===== src/rtl/alu_pipe.sv =====
// alu_pipe: a two-stage pipelined ALU with valid/ready handshakes on both sides.
// Stage 1 holds the operands. Stage 2 holds the result and its flags.
// A sticky carry flag chains the ADC and SBB operations.
module alu_pipe #(
    parameter int WIDTH = 32
) (
    input  logic             clk,
    input  logic             rst,
    input  logic             in_valid,
    output logic             in_ready,
    input  logic             status,
    input  logic [WIDTH-1:0] a,
    input  logic [WIDTH-1:0] b,
    input  logic [3:0]       opcode,
    output logic             out_valid,
    input  logic             out_ready,
    output logic [WIDTH-1:0] result,
    output logic             cout,
    output logic             overflow,
    output logic             zero,
    output logic             negative,
    output logic             carry_flag
);

    localparam int MSB = WIDTH - 1;

    // Stage 1 registers
    logic             r_s1_valid;
    logic             r_s1_status;
    logic [WIDTH-1:0] r_s1_a;
    logic [WIDTH-1:0] r_s1_b;
    logic [3:0]       r_s1_op;

    // Stage 2 registers
    logic             r_s2_valid;
    logic [WIDTH-1:0] r_result;
    logic             r_cout;
    logic             r_ovf;
    logic             r_zero;
    logic             r_neg;
    logic             r_carry;

    // Handshake wires
    logic w_s2_load;
    logic w_in_fire;
    logic w_s1_fire;

    // Datapath wires
    logic [WIDTH-1:0] w_y;
    logic             w_cin;
    logic             w_arith;
    logic [WIDTH:0]   w_sum;
    logic [WIDTH-1:0] w_logic;
    logic [WIDTH-1:0] w_res;
    logic             w_cout;
    logic             w_ovf;

    assign w_s2_load  = !r_s2_valid || out_ready;
    assign in_ready   = !r_s1_valid || w_s2_load;
    assign w_in_fire  = in_valid && in_ready;
    assign w_s1_fire  = r_s1_valid && w_s2_load;

    assign out_valid  = r_s2_valid;
    assign result     = r_result;
    assign cout       = r_cout;
    assign overflow   = r_ovf;
    assign zero       = r_zero;
    assign negative   = r_neg;
    assign carry_flag = r_carry;

    // Select the second adder operand and the carry-in for the arithmetic ops.
    // Subtract forms use the inverted operand, so one adder covers every form.
    always_comb begin
        w_y     = '0;
        w_cin   = 1'b0;
        w_arith = 1'b0;
        if (r_s1_op[3]) begin
            case (r_s1_op[2:0])
                3'b111: begin w_y = r_s1_b;          w_cin = 1'b0;    w_arith = 1'b1; end
                3'b110: begin w_y = ~r_s1_b;         w_cin = 1'b1;    w_arith = 1'b1; end
                3'b101: begin w_y = WIDTH'(1);       w_cin = 1'b0;    w_arith = 1'b1; end
                3'b100: begin w_y = ~(WIDTH'(1));    w_cin = 1'b1;    w_arith = 1'b1; end
                3'b011: begin w_y = r_s1_b;          w_cin = r_carry; w_arith = 1'b1; end
                3'b010: begin w_y = ~r_s1_b;         w_cin = r_carry; w_arith = 1'b1; end
                default: begin w_y = '0;             w_cin = 1'b0;    w_arith = 1'b0; end
            endcase
        end
    end

    assign w_sum = {1'b0, r_s1_a} + {1'b0, w_y} + {{WIDTH{1'b0}}, w_cin};

    // Compute the logic-unit result. Undefined logic opcodes give zero.
    always_comb begin
        case (r_s1_op[2:0])
            3'b111:  w_logic = r_s1_a & r_s1_b;
            3'b110:  w_logic = r_s1_a | r_s1_b;
            3'b101:  w_logic = r_s1_a ^ r_s1_b;
            3'b100:  w_logic = ~r_s1_a;
            default: w_logic = '0;
        endcase
    end

    // Merge the unit outputs. A status=0 beat produces all zeros.
    // The overflow test on the effective operand w_y covers the add and subtract forms together.
    always_comb begin
        w_res  = '0;
        w_cout = 1'b0;
        w_ovf  = 1'b0;
        if (r_s1_status) begin
            if (r_s1_op[3]) begin
                if (w_arith) begin
                    w_res  = w_sum[MSB:0];
                    w_cout = w_sum[WIDTH];
                    w_ovf  = (r_s1_a[MSB] == w_y[MSB]) && (w_sum[MSB] != r_s1_a[MSB]);
                end
            end else begin
                w_res = w_logic;
            end
        end
    end

    // Stage 1 valid: set on accept, cleared when stage 2 takes the beat.
    always_ff @(posedge clk) begin
        if (rst) begin
            r_s1_valid <= 1'b0;
        end else if (w_in_fire) begin
            r_s1_valid <= 1'b1;
        end else if (w_s1_fire) begin
            r_s1_valid <= 1'b0;
        end
    end

    // Stage 1 operand capture. The data needs no reset because r_s1_valid qualifies it.
    always_ff @(posedge clk) begin
        if (w_in_fire) begin
            r_s1_status <= status;
            r_s1_a      <= a;
            r_s1_b      <= b;
            r_s1_op     <= opcode;
        end
    end

    // Stage 2 result and flags. The outputs hold their values while the consumer stalls.
    always_ff @(posedge clk) begin
        if (rst) begin
            r_s2_valid <= 1'b0;
            r_result   <= '0;
            r_cout     <= 1'b0;
            r_ovf      <= 1'b0;
            r_zero     <= 1'b0;
            r_neg      <= 1'b0;
        end else if (w_s2_load) begin
            r_s2_valid <= r_s1_valid;
            if (r_s1_valid) begin
                r_result <= w_res;
                r_cout   <= w_cout;
                r_ovf    <= w_ovf;
                r_zero   <= r_s1_status && (w_res == '0);
                r_neg    <= w_res[MSB];
            end
        end
    end

    // Sticky carry: updated only by enabled beats with a defined arithmetic opcode.
    // The update happens on the stage-2 load, so back-to-back ADC/SBB beats chain without a stall.
    always_ff @(posedge clk) begin
        if (rst) begin
            r_carry <= 1'b0;
        end else if (w_s1_fire && r_s1_status && w_arith) begin
            r_carry <= w_cout;
        end
    end

endmodule

===== config.mk =====
export PLATFORM = sky130hd
export DESIGN_NAME = alu_pipe
export DESIGN_NICKNAME = d
export VERILOG_FILES = /design/src/rtl/alu_pipe.sv
export SDC_FILE = /design/constraint.sdc
export NUM_CORES = 1
export LEC_CHECK = 0
export BUFFER_PORTS_ARGS = -buffer_cell sky130_fd_sc_hd__buf_4
export CAP_MARGIN = 20
export CORE_MARGIN = 4
export CORE_UTILIZATION = 40
export DETAILED_ROUTE_END_ITERATION = 10
export SLEW_MARGIN = 25
export SYNTH_ARGS = -nofsm -noshare
export SYNTH_HDL_FRONTEND = slang
export SYNTH_SLANG_ARGS = --single-unit

===== constraint.sdc =====
create_clock -name clk -period 11.1 [get_ports clk]
set_input_delay 0 -clock clk [delete_from_list [all_inputs] [get_ports clk]]
set_output_delay 0 -clock clk [all_outputs]
set_load 0.05 [all_outputs]

Yosys cells after proc, flatten, opt, wreduce, memory -nomap -nowiden

Index checks and enable logic that the tools add are counted.

Bits in registers: 108
Output and inout bits: 39
Word-level logic and storage cells: 63
Input port bits: 73

Add/sub/neg operators: 2
Eq/ne operators: 8
Bitwise logic cells: 5
Reduce and logical (&&, ||, !) cells: 18
Multiplexer cells: 18

Operator list:

| kind                                                | count |
|---|---|
| one-hot mux 32 bit (4 select lines)                 | 2 |
| two-way mux 32 bit                                  | 4 |
| NOT 32 bit                                          | 2 |
| adder 32 x 32 -> 33 bit                             | 1 |
| adder 33 x 1 -> 33 bit                              | 1 |
| AND 32 bit                                          | 1 |
| zero test 32 bit                                    | 1 |
| bitwise OR 32 bit                                   | 1 |
| XOR 32 bit                                          | 1 |
| equality test 3 bit, second input constant          | 4 |
| two-way mux 1 bit                                   | 11 |
| OR reduction 2 bit                                  | 4 |
| equality test 3 x 2 -> 1 bit, second input constant | 2 |
| logical AND 1 bit                                   | 6 |
| OR reduction 6 bit                                  | 1 |
| zero test 1 bit                                     | 2 |
| logical OR 1 bit                                    | 2 |
| one-hot mux 1 bit (2 select lines)                  | 1 |
| AND reduction 2 bit                                 | 1 |
| nonzero test 2 bit                                  | 1 |
| equality test 1 bit                                 | 1 |
| != test 1 bit                                       | 1 |

Depth between registers and ports, before layout

Gate-level depths: netlist of the first run.

Depth in word-level cells: 11
Depth in mapped cells: 21
Gate-level depth less buffers: 16

Worst setup path before layout of the first run

Ideal clock, no wire load.

Path kind: flip-flop to flip-flop
Start: register r_s1_op[1]
End: register r_zero, in the netlist zero
Required time: 11.031 ns
Library setup time: 0.069 ns
Path buffers: 5
Arrival: 5.286 ns
Setup slack: 5.745 ns
Stages on the path, launching flop included: 22
Clock period less this slack: 5.355 ns
Cell sequence: edfxtp_1 > buf_2 > buf_1 > clkbuf_1 > clkbuf_1 > nand2b_1 > clkbuf_1 > a21boi_0 > o21ai_0 > fa_1 > inv_1 > fa_1 > a21o_1 > a221oi_4 > nor3_2 > o21ai_2 > a311oi_1 > or4_4 > a31oi_4 > o221ai_2 > or4_1 > o21ai_1

Word-level cells in the longest chain between the ends: 11
Elaborated cells on any way between the ends: 25
Those cells by class: add/sub: 2; eq/ne: 6; mux: 10; reduce/logical: 7

RTL lines:

| item                                                                       | line   | text |
|---|---|---|
| start: declaration                                                         | 32     | `logic [3:0] r_s1_op;` |
| start signal: assignment                                                   | 139    | `r_s1_op <= opcode;` |
| equality test 3 bit / equality test 3 x 2 -> 1 bit (equally long branches) | 78, 94 |  |
| OR reduction 2 bit (no source line)                                        | --     |  |
| one-hot mux 32 bit (4 select lines)                                        | 78     | `case (r_s1_op[2:0])` |
| two-way mux 32 bit                                                         | 77     | `if (r_s1_op[3]) begin` |
| adder 32 x 32 -> 33 bit                                                    | 90     | `assign w_sum = {1'b0, r_s1_a} + {1'b0, w_y} + {{WIDTH{1'b0}}, w_cin};` |
| adder 33 x 1 -> 33 bit                                                     | 90     |  |
| two-way mux 32 bit                                                         | 111    | `if (w_arith) begin` |
| two-way mux 32 bit (*)                                                     | 110    | `if (r_s1_op[3]) begin` |
| two-way mux 32 bit (*)                                                     | 109    | `if (r_s1_status) begin` |
| zero test 32 bit (*)                                                       | 158    | `r_zero <= r_s1_status && (w_res == '0);` |
| logical AND 1 bit (*)                                                      | 158    |  |
| end signal: assignment                                                     | 158    |  |
| end: declaration                                                           | 39     | `logic r_zero;` |

Mark *: on every way between the ends. The rest lies on a longest branch, timed or not.
A chain may end at the register's enable or synchronous reset.

Worst setup path in the final report of the first run

Start: register r_s1_op[0]
End: register r_zero, in the netlist zero

Same word-level chain as after synthesis.

==> metrics.md, run 1 <==
| Metric | Value |
|---|---|
| Design area | `roughly 0.010 sq mm` |
| Drt pass-1 iters | `5` |
| Setup Fix Bufs, Post-CTS | `0` |
| Worst hold path type | `input port to flop` |
| CP max FO | `67` |
| Worst Path Arrival | `5.55 ns` |
| Vias in the first global route | `7074` |
| Final setup fails | `0` |
| Critical Path Source Type | `flop` |
| EDFF count, synth | `69` |
| Detailed Route Iter0 Violations | `534` |
| Cts bufs inserted | `9` |
| Synthesized Nets | `1069` |
| Setup TNS Final | `0 ns` |
| Most used DFF post-synth | `edfxtp_1` |
| Cell Rows | `52` |
| Yosys top cell area share | `0.250` |
| Synth unique cells | `62` |
| Status | `completed` |
| Initial core utilization | `0.409` |
| R2R Path End | `zero$_SDFFE_PP0P_` |
| Max Slew Vio Count | `0` |
| RSZ-0062 raised after global routing | `no` |
| Placed Area | `0.00935 sq mm` |
| Min-delay src | `rst` |
| Initial antenna violation count | `0` |
| PwrDens | `around 110 mW/mm^2` |
| Worst-Margin Slew | `0.907 ns` |
| Io pins | `approximately 110` |
| Vias | `7058` |
| Maximum clock path buffer count | `2` |
| Final Hold Fails | `0` |
| Most frequent cells in the layout | `121 x buf_4, 105 x inv_1, 102 x a21oi_1` |
| Filler cells | `about 1.9k` |
| Die width | `152 microns` |
| IO buf count | `between 100 and 150` |
| Reg-to-Reg Start | `r_s1_op[0]$_DFFE_PP_` |
| Final Net Count | `1219` |
| Crit Path Class | `flop to flop` |
| Mapped Cells | `899` |
| R2r worst-path depth | `16` |
| YS warnings | `0` |
| LEAKAGE | `4.46 nW` |
| Die Area | `approximately 0.023 sq mm` |
| GPL Wtd Cong | `around 0.96` |
| Commonest non-fill, non-tap cell in the layout | `buf_4` |
| ANT nets after route | `0` |
| Post-synthesis register bit count | `107` |
| Asr flop ratio synth | `0` |
| Mapped Area | `~0.0083 sq mm` |
| Footprint of the multi-input gates | `0.00487 sq mm` |
| Skew-Pair Late Insertion Delay | `0.36 ns` |
| Fin crit share | `0.473` |
| Maximum clock rate | `around 190 MHz` |
| CTS tree | `built` |
| Endpoint type of the worst setup path | `flop` |
| Slowest stage delay, CP | `0.70 ns` |
| Fin util | `0.511` |
| Slack of the worst reg-to-reg path | `5.85 ns` |
| Max_slew headroom | `0.395` |
| Synth area leaders | `edfxtp_1 25%, ha_1 14%, dfxtp_1 9.2%, mux4_2 8.7%, a21oi_1 6.1%` |
| HPWL Detailed | `between 15 and 20 mm` |
| Crit-path slowest cell | `buf_4` |
| Final min period | `between 5 and 6 ns` |
| GRT Util Overall | `0.191` |
| Grt total ovfl | `0` |
| Final WL | `21.8 mm` |
| Maximum vdd drop | `72.2 uV` |
| Most used cell, CP | `buf_4` |
| CP delay by family, top | `compound AO/OA/AOI/OAI gates` |
| Reg area | `0.00283 sq mm` |
| Cell Chain, Critical Path | `buf_4 > and2_1 > buf_4 > a21oi_1 > nor2b_1 > ha_1 > a21o_1 > a221oi_4 > o21a_1 > o21a_2 > xor2_1 > o21ai_0 > a2111oi_0 > nand4_1 > or4_1 > o21ai_1` |
| Worst EP required | `about 11 ns` |
| Post-route DRC | `0` |
| First-pass GRT wire length | `36.3 mm` |
| Max Cap Viol | `0` |
| Largest area contributor in the netlist | `edfxtp_1` |
| Root buf cell | `clkbuf_16` |
| Die height | `152 microns` |
| Synthesized area per cell | `9.23 sq um` |
| Drt via density | `5.33` |
| WL per Instance | `16.5 microns` |
| Worst clock skew | `0.00808 ns` |
| Crit path buffers/inverters | `2` |
| Floorplan Core Area | `about 0.020 sq mm` |
| Hold path depth | `2` |
| Seq/Total Area, Yosys | `0.341` |
| Crit path depth | `16` |
| Area growth, synth to finish | `25.0%` |
| Clock sink count | `107` |
| Share of layout cells above drive strength 1 | `0.175` |
| H-tree depth | `3` |
| Clock-pin slew of the registers on the worst-case setup and hold paths | `approximately 0.07 ns` |
| Worst Hold End | `result[0]$_SDFFE_PP0P_` |
| Pin count of the biggest net entering global routing | `70` |
[how the worst max path moves through the flow]
stage | from | endpoint | slack, ns
global route | r_s1_op[0]$_DFFE_PP_ | zero$_SDFFE_PP0P_ | 5.42
global placement | r_s1_op[0]$_DFFE_PP_ | zero$_SDFFE_PP0P_ | 5.89
finish | r_s1_op[0]$_DFFE_PP_ | zero$_SDFFE_PP0P_ | 5.85
CTS | r_s1_op[0]$_DFFE_PP_ | zero$_SDFFE_PP0P_ | 5.79
floorplan | r_s1_op[1]$_DFFE_PP_ | zero$_SDFFE_PP0P_ | 5.75
detailed placement | r_s1_op[0]$_DFFE_PP_ | zero$_SDFFE_PP0P_ | 5.81
[report_power, final]
part	internal, mW	switching, mW	total, mW
Combinational	0.138	0.178	0.317
Sequential	0.449	0.0190	0.468
Clock	0.192	0.145	0.337
[timing repair]
item,CTS,global route
resized for setup,0,0
hold endpoints to repair,71,0
hold buffers,71,0
[layer usage]
metal	up-vias	share of wire	GRT usage	routed length, microns
li1	3492	-	-	-
met1	3366	0.49	0.273	10700
met2	174	0.43	0.294	9480
met3	26	0.054	0.0373	1180
met4	0	0.020	0.0616	435
met5	-	0	0	0
[cell type report]
| class | count | share of cell area |
|---|---|---|
| multi-input combinational | 634 | 0.470 |
| sequential | 107 | 0.273 |
| timing repair buffer | 192 | 0.156 |
| inverter | 105 | 0.0380 |
| tap | 270 | 0.0326 |
| clock buffer | 14 | 0.0295 |
| clock inverter | 2 | 0.00109 |
| antenna | 1 | 0.000241 |
[registers in the layout (all words and copies together) (netlist names)]
name / cells
r_s1_status: 1
result: 32
r_s1_a: 32
overflow: 1
r_s1_valid: 1
out_valid: 1
r_s1_b: 32
cout: 1
carry_flag: 1
zero: 1
r_s1_op: 4
[synthesized netlist by cell type (3+ instances only)]
| cell | number |
|---|---|
| nor2_1 | 45 |
| a31oi_1 | 6 |
| buf_1 | 12 |
| nand4_1 | 11 |
| o2111ai_1 | 3 |
| and3_1 | 7 |
| nand3_1 | 16 |
| o21ai_0 | 24 |
| a21oi_1 | 102 |
| a22oi_1 | 8 |
| mux2i_1 | 4 |
| dfxtp_1 | 38 |
| buf_2 | 3 |
| a211oi_1 | 21 |
| xnor2_1 | 11 |
| nand2b_1 | 3 |
| nor2b_1 | 35 |
| o211ai_1 | 4 |
| o21bai_1 | 4 |
| ha_1 | 95 |
| o31ai_1 | 7 |
| o21a_1 | 12 |
| edfxtp_1 | 69 |
| and2_1 | 12 |
| a21o_1 | 10 |
| inv_1 | 105 |
| a21boi_0 | 3 |
| mux4_2 | 32 |
| or3_1 | 3 |
| nor3_1 | 19 |
| nand2_1 | 84 |
| xor2_1 | 13 |
| clkbuf_1 | 37 |
[per-stage QoR]
step / instances / power [mW] / hold WS, ns / worst slack, ns
floorplan: 899 / 0.683 / 0.0989 / 5.75
global placement: 1237 / 0.767 / 0.178 / 5.89
detailed placement: 1237 / 0.773 / 0.179 / 5.81
CTS: 1324 / 1.13 / 0.0456 / 5.79
global route: 1324 / 1.18 / 0.0606 / 5.42
finish: 1325 / 1.12 / 0.0579 / 5.85
[logic make-up (layout without fill, tap and decap cells)]
logic type,after synthesis,in the layout,synth area share
and+or+nand+nor,250,250,0.147
AOI/OAI and AO/OA,227,227,0.174
buffers and inverters,158,313,0.0723
DFF,107,107,0.341
adders and majority gates,97,97,0.148
muxes,36,36,0.0916
xor gates and xnor gates,24,24,0.0253
other,0,1,0
No activity file was read; power rests on OpenSTA's default activity.
==> run 2: changes to the inputs <==
- clock period: 11.1 -> 4.3 ns (I/O delays scaled with it)
==> run 2 against run 1 <==
Net effect: worst setup slack got worse by 5.6 ns; core utilization grew 2.0 points; wire length grew 5.2%; die area unchanged; via count increased by 1.1%; sequential cell count did not move; clock skew shrank 0.0019 ns; clock power grew to 2.6 times the previous value; critical path depth is the same; register-to-register slack got worse by 5.6 ns; worst hold slack got worse by 0.0099 ns.
==> metrics.md, run 2 (synthesized netlist as in run 1, its figures left out) <==
| Metric | Value |
|---|---|
| Area growth, synth to finish | `29.8%` |
| Worst Path Arrival | `approximately 4.4 ns` |
| Maximum clock rate | `245 MHz` |
| Die width | `152 microns` |
| Final setup fails | `0` |
| Post-route DRC | `0` |
| Detailed Route Iter0 Violations | `490` |
| First-pass GRT wire length | `37.2 mm` |
| Status | `completed` |
| Placed cells | `1266` |
| Worst EP required | `between 4 and 5 ns` |
| Drt via density | `5.24` |
| Final Hold Fails | `0` |
| CTS tree | `built` |
| Cts bufs inserted | `9` |
| Share of layout cells above drive strength 1 | `0.211` |
| Clock sink count | `107` |
| H-tree depth | `3` |
| Root buf cell | `clkbuf_16` |
| Final min period | `4.08 ns` |
| Vias | `approximately 7.1k` |
| Max Cap Viol | `0` |
| Max layer used | `met4` |
| Grt total ovfl | `0` |
| Clock-pin slew of the registers on the worst-case setup and hold paths | `0.07 ns` |
| DR WL met2 | `about 10 mm` |
| Vias in the first global route | `about 7.1k` |
| Placed Area | `approximately 0.0096 sq mm` |
| Critical Path Source Type | `flop` |
| GPL Wtd Cong | `0.942` |
| Fin crit share | `0.948` |
| Maximum vdd drop | `181 uV` |
| WL per Instance | `approximately 17 microns` |
| Non-Filler Instances | `~1.4k` |
| PwrDens | `275 mW/mm^2` |
| Die Area | `between 0.02 and 0.025 sq mm` |
| Design area | `0.0108 sq mm` |
| Reg area | `0.00283 sq mm` |
| Skew-Pair Late Insertion Delay | `0.36 ns` |
| Met3 wire length | `1.01 mm` |
| Most frequent cells in the layout | `155 x buf_4, 104 x inv_1, 102 x a21oi_1` |
| IO buf count | `111` |
| GRT Util Overall | `0.196` |
| N_diodes | `0` |
| Max Slew Vio Count | `0` |
| Maximum clock path buffer count | `2` |
| Worst-Margin Slew | `0.674 ns` |
| Filler cells | `1887` |
| LEAKAGE | `roughly 4.7 nW` |
| Die height | `152 microns` |
| CP max FO | `21` |
| Endpoint type of the worst setup path | `flop` |
| Initial core utilization | `0.409` |
| Commonest non-fill, non-tap cell in the layout | `buf_4` |
| Final Net Count | `between 1k and 1.5k` |
| Crit Path Class | `flop to flop` |
| Drt pass-1 iters | `5` |
| Dpl ws | `0.132 ns` |
| Io pins | `~110` |
| Met1 WL | `11.5 mm` |
| Power consumption | `2.96 mW` |
| ANT nets after route | `0` |
| HPWL Detailed | `17.2 mm` |
| Footprint of the multi-input gates | `0.00492 sq mm` |
| Final WL | `23.0 mm` |
| Worst clock skew | `0.00622 ns` |
| Floorplan Core Area | `0.0203 sq mm` |
| Worst hold path type | `input port to flop` |
| Cell Rows | `52` |
| Initial antenna violation count | `0` |
| Pin count of the biggest net entering global routing | `47` |
| Final WS setup | `0.222 ns` |
| Max_slew headroom | `0.551` |
==> run 2: worst paths after layout <==
path / start / end / cells past startpoint / slack, ns
worst max register to register: r_s1_op[0]$_DFFE_PP_ / zero$_SDFFE_PP0P_ / 16 / 0.22
worst max-delay path: r_s1_op[0]$_DFFE_PP_ / zero$_SDFFE_PP0P_ / 16 / 0.22
worst min register to register: overflow$_SDFFE_PP0P_ / overflow$_SDFFE_PP0P_ / 2 / 0.46
worst min-delay path: rst / result[0]$_SDFFE_PP0P_ / 2 / 0.05
==> run 2: stage by stage <==
step	hold WS, ns	util	TNS [ns]
final	0.0480	0.531	0
after global routing	0.0539	0.531	-0.0164
after CTS	0.0339	0.525	0
after detailed placement	0.179	0.474	0
after global placement	0.178	0.474	0
after floorplan	0.0989	-	-0.0294
==> run 2: critical path, cell delays in order (launching register included) <==
cell and delay, ns:
edfxtp_1 0.48, and2_1 0.23, buf_12 0.17, a21oi_1 0.15, nor2b_1 0.06, ha_1 0.36, buf_4 0.16, and3_2 0.20
a221oi_4 0.34, nor3_2 0.09, nor3_1 0.37, o21ai_0 0.16, xor2_1 0.18, a22oi_1 0.27, nand4_1 0.13, or4_1 0.53
o21ai_1 0.12
==> run 2: area by class of cell <==
type,instances,area share
clock buffers,16,0.0291
repair buffers,231,0.184
inverters,105,0.0366
well taps,270,0.0313
multi-input cells,634,0.456
flip-flops and latches,107,0.263
==> run 2: power breakdown <==
group / internal [mW] / switching (mW)
combinational: 0.399 / 0.485
sequential: 1.16 / 0.0495
clock: 0.497 / 0.373
==> run 2: metal layers <==
layer  vias up  GRT usage
met4         0     0.0608
li1       3573          -
met2       197      0.299
met5         -          0
met3        27     0.0287
met1      3340      0.289
==> run 2: timing repair <==
| item | CTS | global route |
|---|---|---|
| gates resized for setup | 0 | 6 |
| hold buffers | 71 | 0 |
| setup buffers | 0 | 9 |
| endpoints found under the hold margin | 71 | 0 |
| setup endpoints to repair | 0 | 1 |
==> run 3: changes to the inputs <==
- CAP_MARGIN: 20 -> 0
- PLACE_DENSITY: not set -> 0.7
==> run 3 against run 2 <==
Net effect: sequential cell count did not move; worst setup slack lost 0.027 ns; core utilization decreased by 0.68 points; non-clock buffer count shrank 15; first-iteration DRC count decreased by 14%; largest cell class unchanged; highest routed layer unchanged.
==> metrics.md, run 3 (synthesized netlist as in run 1, its figures left out) <==
| Metric | Value |
|---|---|
| Status | `completed` |
| Hold path depth | `2` |
| Drt pass-1 iters | `5` |
| Final Net Count | `1243` |
| Final Hold Fails | `0` |
| CP max FO | `5` |
| N_diodes | `0` |
| H-tree depth | `3` |
| Placed Area | `approximately 0.0095 sq mm` |
| GPL Wtd Cong | `roughly 0.93` |
| Power consumption | `2.94 mW` |
| Worst EP required | `~4.6 ns` |
| Crit Path Class | `flop to flop` |
| Worst hold path type | `input port to flop` |
| Commonest non-fill, non-tap cell in the layout | `buf_4` |
| Maximum clock path buffer count | `2` |
| Clock sink count | `107` |
| Slowest stage delay, CP | `approximately 0.55 ns` |
| Grt total ovfl | `0` |
| Initial core utilization | `0.409` |
| HPWL Detailed | `17.0 mm` |
| Design area | `0.0106 sq mm` |
| Drt via density | `5.34` |
| Detailed Route Iter0 Violations | `419` |
| Pin count of the biggest net entering global routing | `47` |
| Filler cells | `between 1.5k and 2k` |
| Maximum clock rate | `244 MHz` |
| Area growth, synth to finish | `28.1%` |
| Max_slew headroom | `0.604` |
| Cell Rows | `52` |
| Initial antenna violation count | `0` |
| Final WL | `22.7 mm` |
| LEAKAGE | `approximately 4.6 nW` |
| WL per Instance | `16.8 microns` |
| IO buf count | `111` |
| R2R Path End | `zero$_SDFFE_PP0P_` |
| R2r worst-path depth | `16` |
| Min-delay src | `rst` |
| Final setup fails | `0` |
| Cell Chain, Critical Path | `buf_4 > nor3b_1 > o21ai_1 > fa_2 > inv_2 > fa_2 > a21o_1 > a221oi_4 > nor3_2 > o21ai_2 > a311oi_2 > or4_4 > a31oi_4 > o221ai_2 > or4_1 > o21ai_1` |
| Die width | `~150 microns` |
| Clock-pin slew of the registers on the worst-case setup and hold paths | `approximately 0.07 ns` |
| Worst clock skew | `0.00714 ns` |
| PwrDens | `277 mW/mm^2` |
| Worst Hold End | `result[2]$_SDFFE_PP0P_` |
| Die Area | `0.0231 sq mm` |
| Reg-to-Reg Start | `r_s1_op[1]$_DFFE_PP_` |
| Vias in the first global route | `slightly above 7k` |
| Crit-path slowest cell | `or4_4` |
| Skew-Pair Late Insertion Delay | `0.36 ns` |
| Post-route DRC | `0` |
| Fin crit share | `0.955` |
| Slack of the worst reg-to-reg path | `about 0.19 ns` |
| Max Slew Vio Count | `0` |
| Most frequent cells in the layout | `140 x buf_4, 104 x inv_1, 102 x a21oi_1` |
| Worst Path Arrival | `4.40 ns` |
| Endpoint type of the worst setup path | `flop` |
| GRT Util Overall | `0.195` |
| ANT nets after route | `0` |
| CTS tree | `built` |
| First-pass GRT wire length | `37.1 mm` |
| Die height | `roughly 150 microns` |
| Max Cap Viol | `0` |
| Vias | `7202` |
| Root buf cell | `clkbuf_16` |
| Maximum vdd drop | `170 uV` |
| Cts bufs inserted | `9` |
| Worst-Margin Slew | `0.593 ns` |
| Critical Path Source Type | `flop` |
| Final min period | `4.11 ns` |
| Share of layout cells above drive strength 1 | `0.201` |
| Io pins | `112` |
| Floorplan Core Area | `0.0203 sq mm` |
[run 3: changes by cell type in the layout (fill, tap and decap cells not counted), sizes merged]
| cell | delta |
|---|---|
| inv | +1 |
| clkbuf | -3 |
| buf | -14 |
| clkinv | +1 |
[run 3: how the worst max path moves through the flow]
stage	start	endpoint	slack (ns)
after floorplan	r_s1_op[1]$_DFFE_PP_	zero$_SDFFE_PP0P_	-0.03
after global placement	r_s1_op[1]$_DFFE_PP_	zero$_SDFFE_PP0P_	0.09
after detailed placement	r_s1_op[1]$_DFFE_PP_	zero$_SDFFE_PP0P_	-0.0006
after CTS	r_s1_op[1]$_DFFE_PP_	zero$_SDFFE_PP0P_	0.06
after global routing	r_s1_op[1]$_DFFE_PP_	zero$_SDFFE_PP0P_	-0.01
final	r_s1_op[1]$_DFFE_PP_	zero$_SDFFE_PP0P_	0.19
[run 3: power breakdown]
group	total, mW	internal (mW)	switching (mW)	leakage [nW]
registers	1.21	1.16	0.0501	0.986
clock network	0.870	0.499	0.371	0.159
logic	0.863	0.383	0.480	3.46
total	2.94	2.04	0.901	4.60
[run 3: timing repair]
| item | in CTS | in global routing |
|---|---|---|
| setup endpoints to repair | 1 | 4 |
| buffers inserted | 0 | 3 |
| hold buffers | 71 | 0 |
| gates resized for setup | 1 | 15 |
| endpoints found under the hold margin | 71 | 0 |
| pin swaps | 0 | 2 |
[run 3: worst max-delay path: cells and delay by family (launching register included)]
kind | cells | cell delay (ns)
simple gates | 4 | 1.24
buf+inv | 2 | 0.24
compound gates | 8 | 1.47
fa+ha+maj | 2 | 0.61
flops | 1 | 0.49
[run 3: final cells by class]
type	instances	area, sq um	share of cell area
multi-input cells	634	4910	0.462
flip-flops and latches	107	2830	0.266
repair buffers	216	1840	0.173
inverters	105	394	0.0371
well taps	270	338	0.0318
clock buffers	14	308	0.0289
clock inverters	2	11.3	0.00106
[run 3: per-stage QoR]
step	hold slack, ns	std cells	setup slack [ns]	utilization	setup TNS [ns]
4_1_cts	0.0328	1345	0.0634	0.520	0
2_1_floorplan	0.0989	899	-0.0294	-	-0.0294
3_5_place_dp	0.179	1258	-0.000614	0.470	-0.000614
6_report	0.0449	1348	0.195	0.524	0
5_1_grt	0.0627	1348	-0.0140	0.524	-0.0140
3_3_place_gp	0.178	1258	0.0935	0.470	0
[run 3: layer usage]
metal,up-vias,GRT usage,part of all wire
met2,209,0.296,0.44
met4,0,0.0514,0.014
met1,3428,0.287,0.49
met5,-,0,0
met3,23,0.0356,0.056
li1,3542,-,-
